===== src/rtl/shiftadd_modmul_serialized_pkg.sv =====
// Shared definitions for the serial shift-add modular arithmetic blocks
// (this multiplier and the companion reducer).
package shiftadd_pkg;

   localparam int DEFAULT_WIDTH = 64;

   typedef enum logic [1:0] {
      IDLE,
      MUL,
      DONE
   } state_t;

endpackage


===== src/rtl/shiftadd_modmul_serialized_step.sv =====
// One interleaved multiply step: acc' = (2*acc + bit*a) mod m, with both
// reductions done by a single conditional subtract each (acc, a < m).
module modmul_step #(
   parameter int WIDTH = 64
) (
   input  logic [WIDTH-1:0] acc_i,
   input  logic [WIDTH-1:0] a_i,
   input  logic [WIDTH-1:0] m_i,
   input  logic             bit_i,
   output logic [WIDTH-1:0] acc_o
);

   logic [WIDTH:0] mExt;
   logic [WIDTH:0] dbl;
   logic [WIDTH:0] red1;
   logic [WIDTH:0] sum;
   logic [WIDTH:0] red2;

   // One extra bit is enough: 2*acc and red1+a both stay below 2m.
   always_comb begin
      mExt  = {1'b0, m_i};
      dbl   = {acc_i, 1'b0};
      red1  = (dbl >= mExt) ? (dbl - mExt) : dbl;
      sum   = bit_i ? (red1 + {1'b0, a_i}) : red1;
      red2  = (sum >= mExt) ? (sum - mExt) : sum;
      acc_o = red2[WIDTH-1:0];
   end

endmodule


===== src/rtl/shiftadd_modmul_serialized.sv =====
// Serial interleaved shift-add modular multiplier: result = (a*b) mod m,
// consuming one bit of b per cycle, MSB first.
module shiftadd_modmul_serialized
   import shiftadd_pkg::*;
#(
   parameter int WIDTH = DEFAULT_WIDTH,
   parameter int IDXW  = $clog2(WIDTH) + 1
) (
   input  logic             clk_i,
   input  logic             rst_ni,
   input  logic             start_i,
   input  logic [WIDTH-1:0] a_i,
   input  logic [WIDTH-1:0] b_i,
   input  logic [WIDTH-1:0] m_i,
   input  logic [IDXW-1:0]  m_bl_i,
   output logic [WIDTH-1:0] result_o,
   output logic             valid_o,
   output logic             err_o,
   output logic             busy_o
);

   state_t           state_q, state_d;
   logic [WIDTH-1:0] acc_q, acc_d;
   logic [WIDTH-1:0] a_q, a_d;
   logic [WIDTH-1:0] b_q, b_d;
   logic [WIDTH-1:0] m_q, m_d;
   logic [IDXW-1:0]  idx_q, idx_d;
   logic             err_q, err_d;

   logic             accept;
   logic             inputErr;
   logic             stepBit;
   logic [WIDTH-1:0] stepAcc;
   logic [WIDTH-1:0] bShifted;
   logic [WIDTH-1:0] mTopBit;
   logic [WIDTH-1:0] mAbove;

   assign accept   = start_i && (state_q != MUL);
   assign bShifted = b_q >> idx_q;
   assign stepBit  = bShifted[0];

   // The m_bl_i range terms guard the shifted top-bit test against wrap-around.
   assign mTopBit  = m_i >> (m_bl_i - IDXW'(1));
   assign mAbove   = m_i >> m_bl_i;
   assign inputErr = (m_i < WIDTH'(2)) || (m_bl_i < IDXW'(2)) || (m_bl_i > IDXW'(WIDTH)) ||
                     !mTopBit[0] || (mAbove != '0) || (a_i >= m_i) || (b_i >= m_i);

   modmul_step #(.WIDTH(WIDTH)) uStep (
      .acc_i (acc_q),
      .a_i   (a_q),
      .m_i   (m_q),
      .bit_i (stepBit),
      .acc_o (stepAcc)
   );

   always_ff @(posedge clk_i) begin
      if (!rst_ni) begin
         state_q <= IDLE;
      end else begin
         state_q <= state_d;
      end
   end

   always_comb begin
      state_d = state_q;
      case (state_q)
         IDLE, DONE: begin
            if (start_i) begin
               state_d = inputErr ? DONE : MUL;
            end
         end
         MUL: begin
            if (idx_q == '0) begin
               state_d = DONE;
            end
         end
         default: state_d = IDLE;
      endcase
   end

   always_comb begin
      acc_d = acc_q;
      a_d   = a_q;
      b_d   = b_q;
      m_d   = m_q;
      idx_d = idx_q;
      err_d = err_q;
      if (accept) begin
         acc_d = '0;
         a_d   = a_i;
         b_d   = b_i;
         m_d   = m_i;
         idx_d = m_bl_i - IDXW'(1);
         err_d = inputErr;
      end else if (state_q == MUL) begin
         acc_d = stepAcc;
         idx_d = idx_q - IDXW'(1);
      end
   end

   always_ff @(posedge clk_i) begin
      if (!rst_ni) begin
         acc_q <= '0;
         a_q   <= '0;
         b_q   <= '0;
         m_q   <= '0;
         idx_q <= '0;
         err_q <= 1'b0;
      end else begin
         acc_q <= acc_d;
         a_q   <= a_d;
         b_q   <= b_d;
         m_q   <= m_d;
         idx_q <= idx_d;
         err_q <= err_d;
      end
   end

   // acc is already fully reduced, so DONE exposes it directly.
   always_comb begin
      valid_o  = (state_q == DONE);
      busy_o   = (state_q == MUL);
      result_o = valid_o ? acc_q : '0;
      err_o    = valid_o && err_q;
   end

endmodule


===== config.mk =====
export PLATFORM = sky130hd
export DESIGN_NAME = shiftadd_modmul_serialized
export DESIGN_NICKNAME = d
export VERILOG_FILES = /design/src/rtl/shiftadd_modmul_serialized_pkg.sv /design/src/rtl/shiftadd_modmul_serialized_step.sv /design/src/rtl/shiftadd_modmul_serialized.sv
export SDC_FILE = /design/constraint.sdc
export NUM_CORES = 1
export LEC_CHECK = 0
export CORE_MARGIN = 2
export CORE_UTILIZATION = 40
export CTS_CLUSTER_DIAMETER = 100
export DETAILED_ROUTE_END_ITERATION = 16
export GPL_ROUTABILITY_DRIVEN = 0
export PLACE_DENSITY = 0.64
export SYNTH_ARGS = -nofsm -noshare
export SYNTH_HDL_FRONTEND = slang
export SYNTH_HIERARCHICAL = 1
export SYNTH_SLANG_ARGS = --single-unit

===== constraint.sdc =====
create_clock -name clk_i -period 12.8 [get_ports clk_i]
set_input_delay 2.56 -clock clk_i [delete_from_list [all_inputs] [get_ports clk_i]]
set_output_delay 2.56 -clock clk_i [all_outputs]
set_load 0.03 [all_outputs]

# Word level (Yosys, flattened, before mapping)
# Cells that the tools add are included.
dict set report classes {
  order_cmp 7
  mux 10
  bitwise 1
  eq_ne 5
  shift 3
  reduce_logical 16
  add_sub_neg 5
}
# operator n
set op_table {}
lappend op_table {{65-bit by 64-bit >= comparator with 1-bit output} 2}
lappend op_table {{65-bit two-way mux} 2}
lappend op_table {{64-bit >= comparator} 2}
lappend op_table {{64-bit two-way mux} 2}
lappend op_table {{64-bit by 7-bit >> shifter with 1-bit output} 2}
lappend op_table {{65-bit by 64-bit adder with 65-bit output} 1}
lappend op_table {{65-bit by 64-bit subtractor with 65-bit output} 1}
lappend op_table {{64-bit by 2-bit < comparator with 1-bit output (second input constant)} 1}
lappend op_table {{64-bit nonzero test} 1}
lappend op_table {{64-bit by 7-bit >> shifter with 64-bit output} 1}
lappend op_table {{64-bit subtractor} 1}
lappend op_table {{7-bit two-way mux} 2}
lappend op_table {{7-bit by 1-bit subtractor with 7-bit output (second input constant)} 2}
lappend op_table {{7-bit greater-than comparator (second input constant)} 1}
lappend op_table {{7-bit logical NOT} 1}
lappend op_table {{7-bit by 2-bit < comparator with 1-bit output (second input constant)} 1}
lappend op_table {{1-bit logical OR} 6}
lappend op_table {{2-bit two-way mux} 3}
lappend op_table {{2-bit by 1-bit inequality test with 1-bit output (second input constant)} 2}
lappend op_table {{2-bit case mux with 2 select lines} 1}
lappend op_table {{2-bit OR reduction} 2}
lappend op_table {{2-bit by 1-bit equality test with 1-bit output (second input constant)} 1}
lappend op_table {{2-bit equality test (second input constant)} 1}
lappend op_table {{1-bit logical AND} 2}
lappend op_table {{6 further kinds} 6}
dict set report totals {
  out_inout_bits 67
  inputBits 202
  ff_bits 266
}

# Depth between registers and ports, before layout
dict set report depth {
  ltp_word 10
  mapped_depth 46
  mapped_depth_nobuf 41
}

# Modules after synthesis
# The synthesis kept the hierarchy.
# mod area_per_inst_um2 instances cells_each
set by_module_without_submodules {}
lappend by_module_without_submodules {shiftadd_modmul_serialized 16423.3 1 2082}
lappend by_module_without_submodules {modmul_step 14038.5 1 1976}

# Worst setup path after synthesis
# No wires, ideal clock.
dict set report synth_timing {
  kind {register -> register}
  startpoint {register m_q[34]}
  endpoint {register acc_q[56]}
  t_arrival_ns 8.499
  path_buffers 4
  synth_period_minus_slack_ns 8.632
  setup_ns 0.132
  slack_ns 4.168
  stages_incl_launch_ff 43
  path_cell_list {dfxtp_1 inv_1 ha_1 nand2_2 nor2_1 and3_2 o21ai_2 a2111oi_4 o21ai_2 or4_1 o21a_2 o21a_1 buf_6 buf_6 clkbuf_1 nand2_1 o21ai_0 ha_1 [... 7 more ...] o21ai_0 xor2_1 mux2_2 ha_1 and4_1 nand3_1 or4_1 a21oi_1 a211oi_2 o31ai_2 a31oi_1 o21ai_1 a21oi_1 o211ai_4 buf_6 mux2_4 nand2_1 a21oi_1}
}
dict set report synth_via {
  elab_chain_cells 6
  elab_cells_between_ends 8
  classes_between {add/sub (3); order compare (2); mux (3)}
}
# element line_no
set synth_lines {}
lappend synth_lines {{start, declared} shiftadd_modmul_serialized.sv:26} ;# logic [WIDTH-1:0] m_q, m_d;
lappend synth_lines {{start signal, assigned} shiftadd_modmul_serialized.sv:113} ;# m_q <= m_d;
lappend synth_lines {{65-bit by 64-bit subtractor with 65-bit output or 65-bit by 64-bit >= comparator with 1-bit output (tied branches)} shiftadd_modmul_serialized_step.sv:23} ;# red1 = (dbl >= mExt) ? (dbl - mExt) : dbl;
lappend synth_lines {{65-bit two-way mux} shiftadd_modmul_serialized_step.sv:23}
lappend synth_lines {{65-bit by 64-bit adder with 65-bit output} shiftadd_modmul_serialized_step.sv:24} ;# sum = bit_i ? (red1 + {1'b0, a_i}) : red1;
lappend synth_lines {{65-bit two-way mux} shiftadd_modmul_serialized_step.sv:24}
lappend synth_lines {{64-bit subtractor or 65-bit by 64-bit >= comparator with 1-bit output (tied branches)} shiftadd_modmul_serialized_step.sv:25} ;# red2 = (sum >= mExt) ? (sum - mExt) : sum;
lappend synth_lines {{64-bit two-way mux (*)} shiftadd_modmul_serialized_step.sv:25}
lappend synth_lines {{via stepAcc[56]} shiftadd_modmul_serialized.sv:33} ;# logic [WIDTH-1:0] stepAcc;
lappend synth_lines {{end signal, assigned} shiftadd_modmul_serialized.sv:103} ;# acc_q <= '0;
lappend synth_lines {{end signal, assigned} shiftadd_modmul_serialized.sv:110} ;# acc_q <= acc_d;
lappend synth_lines {{end, declared} shiftadd_modmul_serialized.sv:23} ;# logic [WIDTH-1:0] acc_q, acc_d;
# The timed path passes the listed nets; every way through them passes the cells marked *.
# A chain may end at the register's enable or synchronous reset.

# Worst setup path in the final report
dict set report layout_timing {
  startpoint {register acc_q[17]}
  endpoint {register acc_q[1]}
}
dict set report layout_via {
  elab_chain_cells 6
  elab_cells_between_ends 8
  classes_between {add/sub (3); order compare (2); mux (3)}
}
# element line_no
set layout_lines {}
lappend layout_lines {{65-bit by 64-bit subtractor with 65-bit output or 65-bit by 64-bit >= comparator with 1-bit output (tied branches)} shiftadd_modmul_serialized_step.sv:23}
lappend layout_lines {{65-bit two-way mux (*)} shiftadd_modmul_serialized_step.sv:23}
lappend layout_lines {{65-bit by 64-bit adder with 65-bit output} shiftadd_modmul_serialized_step.sv:24}
lappend layout_lines {{65-bit two-way mux (*)} shiftadd_modmul_serialized_step.sv:24}
lappend layout_lines {{65-bit by 64-bit >= comparator with 1-bit output or 64-bit subtractor (tied branches)} shiftadd_modmul_serialized_step.sv:25}
lappend layout_lines {{64-bit two-way mux (*)} shiftadd_modmul_serialized_step.sv:25}
lappend layout_lines {{via stepAcc[1]} shiftadd_modmul_serialized.sv:33}
# Marked as above.

==> results summary <==
The worst slew margin relative to its limit came out at 23.7%. Once the floorplan was initialized, standard cells occupied between 40% and 50% of the core. Counting flops with a built-in enable in the synthesized netlist gives 0.

The max-slew violation total from the final report is 0. The per-cell via count in the routed design came out at 6.11. Once placement completed, the tool counted placed cells totaling roughly 5,100. The die height is about 280 microns. After clock tree synthesis, the setup repair step added 0 buffers. The count of unique library cells instantiated by Yosys came out at 102. The total nets after synthesis came out at 4,586. The minimum hold slack is roughly 0.45 ns.

Of all flip-flops after synthesis, the portion carrying an async set or reset was 0%. The minimum period implied by the final worst setup slack came out at 11.64 ns. The critical setup path kind is reg -> reg. After technology mapping, the gate count stands at between 4,000 and 5,000. The final wirelength came out at 116,000 microns. The longest individual stage delay on the worst path is 0.77 ns. The source-to-sink clock delay at the later pin of the worst-skew pair came out at 0.58 ns. The clock tree synthesis step divided the H-tree into 2 levels. The clock tree from TritonCTS is built. The remaining global-route overflow is 0. The global-route met2 utilization came out at 43.6%. The detailed router's first-iteration violation count came out at between 3,000 and 4,000. The half-perimeter wire length after placement came out at 92,000 microns. The number of max-cap violations came out at 0. The area inside the core boundary came out at 0.0757 sq mm.

For this design, the slowest cell found on the critical path is sky130_fd_sc_hd__o21a_1. Timing would allow up to 0.0859 GHz. The maximum number of buffers from clock root to sink is 3.

Among all cell types in the netlist, the one instantiated most often is sky130_fd_sc_hd__nand2_1. The largest voltage drop on the vdd net is approximately 0.077 mV. Input and output buffers added on the ports amount to 268. The number of top-level pins is 269. After synthesis, the most frequently instantiated cells are sky130_fd_sc_hd__nand2_1, sky130_fd_sc_hd__a21oi_1, sky130_fd_sc_hd__ha_1. The fraction of final layout cells sized beyond drive strength 1 is 8.50%. The initial antenna violation count is 11.

The non-filler instance count after layout came out at about 5,200. The startpoint kind of the worst setup timing path is a flop. The global-route track usage on met3 came out at 5.49%. The die covers 0.0784 sq mm. The most utilized layer in the global route result is met2.

The tightest min-delay check is of the reg -> reg type. The cell at the root of the clock tree is sky130_fd_sc_hd__clkbuf_16. The data required time of the worst path came out at 13.21 ns. In this run the power density over the cells is 93.5 mW/mm^2. The detailed-route via count came out at 31,500.

The overall global routing resource usage is between 20% and 30%. The number of cells on the worst hold path came out at 2. The TritonCTS buffer count is 36. After the last flow step, the layout net total stands at 4,671. The met1 demand-to-capacity share in global routing is 38.6%. The share of synthesized area in the top cell type comes to about 17%. For this run, the leading register cell type out of synthesis is sky130_fd_sc_hd__dfxtp_1.

In this run the remaining antenna-violating nets after routing total 0. The run finished with clean final reports. The portion of the post-synthesis area used by sequential elements came out at 17.5%. The area growth from synthesis to layout is 13.9%. The number of synthesized register bits is 266. Yosys attributes the largest share of cell area to sky130_fd_sc_hd__dfxtp_1, sky130_fd_sc_hd__ha_1, sky130_fd_sc_hd__nand2_1, sky130_fd_sc_hd__a21oi_1, sky130_fd_sc_hd__mux4_2. The signal arrival time at the worst endpoint is 12.05 ns.

The final core utilization is 45.8%. Setup repair after global routing left no endpoint under its margin. The final hold violation count is 0. The nature of the critical path endpoint is a flop. The via count of the first global-routing pass was roughly 29,000. The first-pass GRT wire length is between 150,000 and 200,000 microns. The largest net degree at the start of global routing is 107.

The synthesized area per cell came out at 7.51 sq um. The count of cells along the worst register-to-register path is 37. The number of resized instances in the post-cts repair step is 0.

Setup violations remaining at the end of the flow were counted as 0. During synthesis, Yosys emitted a total of 6 warnings. The leakage power came out at 15.1 nW.

The number of clock sinks seen by CTS is roughly 270. The fill cell instance count of the final layout is 7,581. Measured along the x axis, the die boundary spans between 200 and 300 microns. The first-pass iteration count of the detailed router came out at 8. The library cell occupying the most area in the post-synthesis netlist is sky130_fd_sc_hd__dfxtp_1. The post-CTS clock slew at the launch and capture registers of the worst setup and hold paths came out at about 0.060 ns. The synthesized area came out at 0.0305 sq mm. For the pin with the worst max-slew slack, the measured transition is 1.14 ns. The clock arrives with 0.0220 ns of skew. In this run, post-CTS hold repair placed 0 buffers. The total negative slack came out at 0 ns.

The dominant cell type by count on the critical path is sky130_fd_sc_hd__a21oi_1. The final critical-path share of the clock period is 91.0%. The DRC violations left came out at 0.

The initialized floorplan defines 101 standard-cell rows. The wire length per cell after detailed routing came out at 22.5 microns. Of all nets on the critical path, the largest fanout is 25.
## cells in the final DEF, fill, tap and decap left out, types with 27 or more instances in the layout
cell type | netlist | final
sky130_fd_sc_hd__nand2_1 | 723 | 721
sky130_fd_sc_hd__clkdlybuf4s50_1 | 0 | 265
sky130_fd_sc_hd__nand2b_1 | 28 | 27
sky130_fd_sc_hd__a21oi_1 | 511 | 511
sky130_fd_sc_hd__nand3_1 | 67 | 67
sky130_fd_sc_hd__nand4_1 | 82 | 82
sky130_fd_sc_hd__o21bai_1 | 41 | 41
sky130_fd_sc_hd__mux2_2 | 99 | 99
sky130_fd_sc_hd__inv_1 | 198 | 197
sky130_fd_sc_hd__dfxtp_1 | 266 | 266
sky130_fd_sc_hd__nor3_1 | 65 | 65
sky130_fd_sc_hd__mux2_4 | 57 | 57
sky130_fd_sc_hd__mux2i_1 | 33 | 33
sky130_fd_sc_hd__nor4_1 | 34 | 34
sky130_fd_sc_hd__mux4_2 | 55 | 55
sky130_fd_sc_hd__a21o_1 | 155 | 155
sky130_fd_sc_hd__clkbuf_16 | 0 | 36
sky130_fd_sc_hd__a211oi_1 | 36 | 36
sky130_fd_sc_hd__ha_1 | 323 | 323
sky130_fd_sc_hd__a31oi_1 | 45 | 45
sky130_fd_sc_hd__xor2_1 | 81 | 81
sky130_fd_sc_hd__and2_1 | 83 | 83
sky130_fd_sc_hd__xnor2_1 | 105 | 105
sky130_fd_sc_hd__nor2_1 | 171 | 170
sky130_fd_sc_hd__o21a_1 | 38 | 38
sky130_fd_sc_hd__o21ai_0 | 155 | 155
sky130_fd_sc_hd__nor2b_1 | 39 | 37
## through the flow
step	total power [mW]	cell area [sq um]	setup slack (ns)
final	3.24	34700	1.16
after global routing	3.38	34700	1.02
after CTS	3.23	34700	1.59
after detailed placement	2.18	33500	1.67
after global placement	2.17	33500	1.64
after floorplan	1.82	30500	4.17
## state kept, by name, indices dropped and copies added, names as in the netlist
name and flops:
err_q 1, m_q 64, acc_q 64, state_q 2
a_q 64, b_q 64, idx_q 7
## cell families (layout without fill, tap and decap cells)
family	Yosys count	after routing	synth area share, %
flops	266	266	17.5
mux	247	247	11.8
compound gates	1205	1205	25.1
fa+ha+maj	326	326	13.5
simple gates	1381	1381	20.7
xor+xnor	187	187	5.40
other cells	0	10	0
buf+inv	446	553	6.05
## worst paths after layout
check | from | end | slack, ns
min reg2reg | b_q[19] | b_q[19] | 0.45
max reg2reg | acc_q[17] | acc_q[1] | 1.16
min | b_q[19] | b_q[19] | 0.45
max | acc_q[17] | acc_q[1] | 1.16
## report_power, final
part	leakage [nW]	switching [mW]	internal [mW]
sequential	2.18	0.0300	0.865
clock	0.576	0.427	0.619
combinational	12.4	0.742	0.561
## critical path: cells and delay by family, from the launching register on
kind	cells	cell delay, ns
mux	3	1.09
compound gates	23	6.84
fa+ha+maj	3	1.09
flops	1	0.49
buf+inv	2	0.55
simple gates	5	1.24
xor+xnor	1	0.10
## layout make-up
type | count | area [sq um] | area share, %
inverter | 203 | 767 | 2.21
clock buffer | 48 | 1020 | 2.93
sequential | 266 | 5330 | 15.3
antenna | 10 | 25.0 | 0.0721
multi-input combinational | 3346 | 23300 | 67.2
tap | 978 | 1220 | 3.53
timing repair buffer | 290 | 2850 | 8.21
clock inverter | 12 | 165 | 0.476
## metal layers
| metal | part of all wire, % | vias to the layer above |
|---|---|---|
| met5 | 0.021 | - |
| met4 | 4.7 | 4 |
| met3 | 10 | 257 |
| met2 | 43 | 1675 |
| met1 | 42 | 14700 |
| li1 | - | 14800 |
No activity file was read; power rests on OpenSTA's default activity.
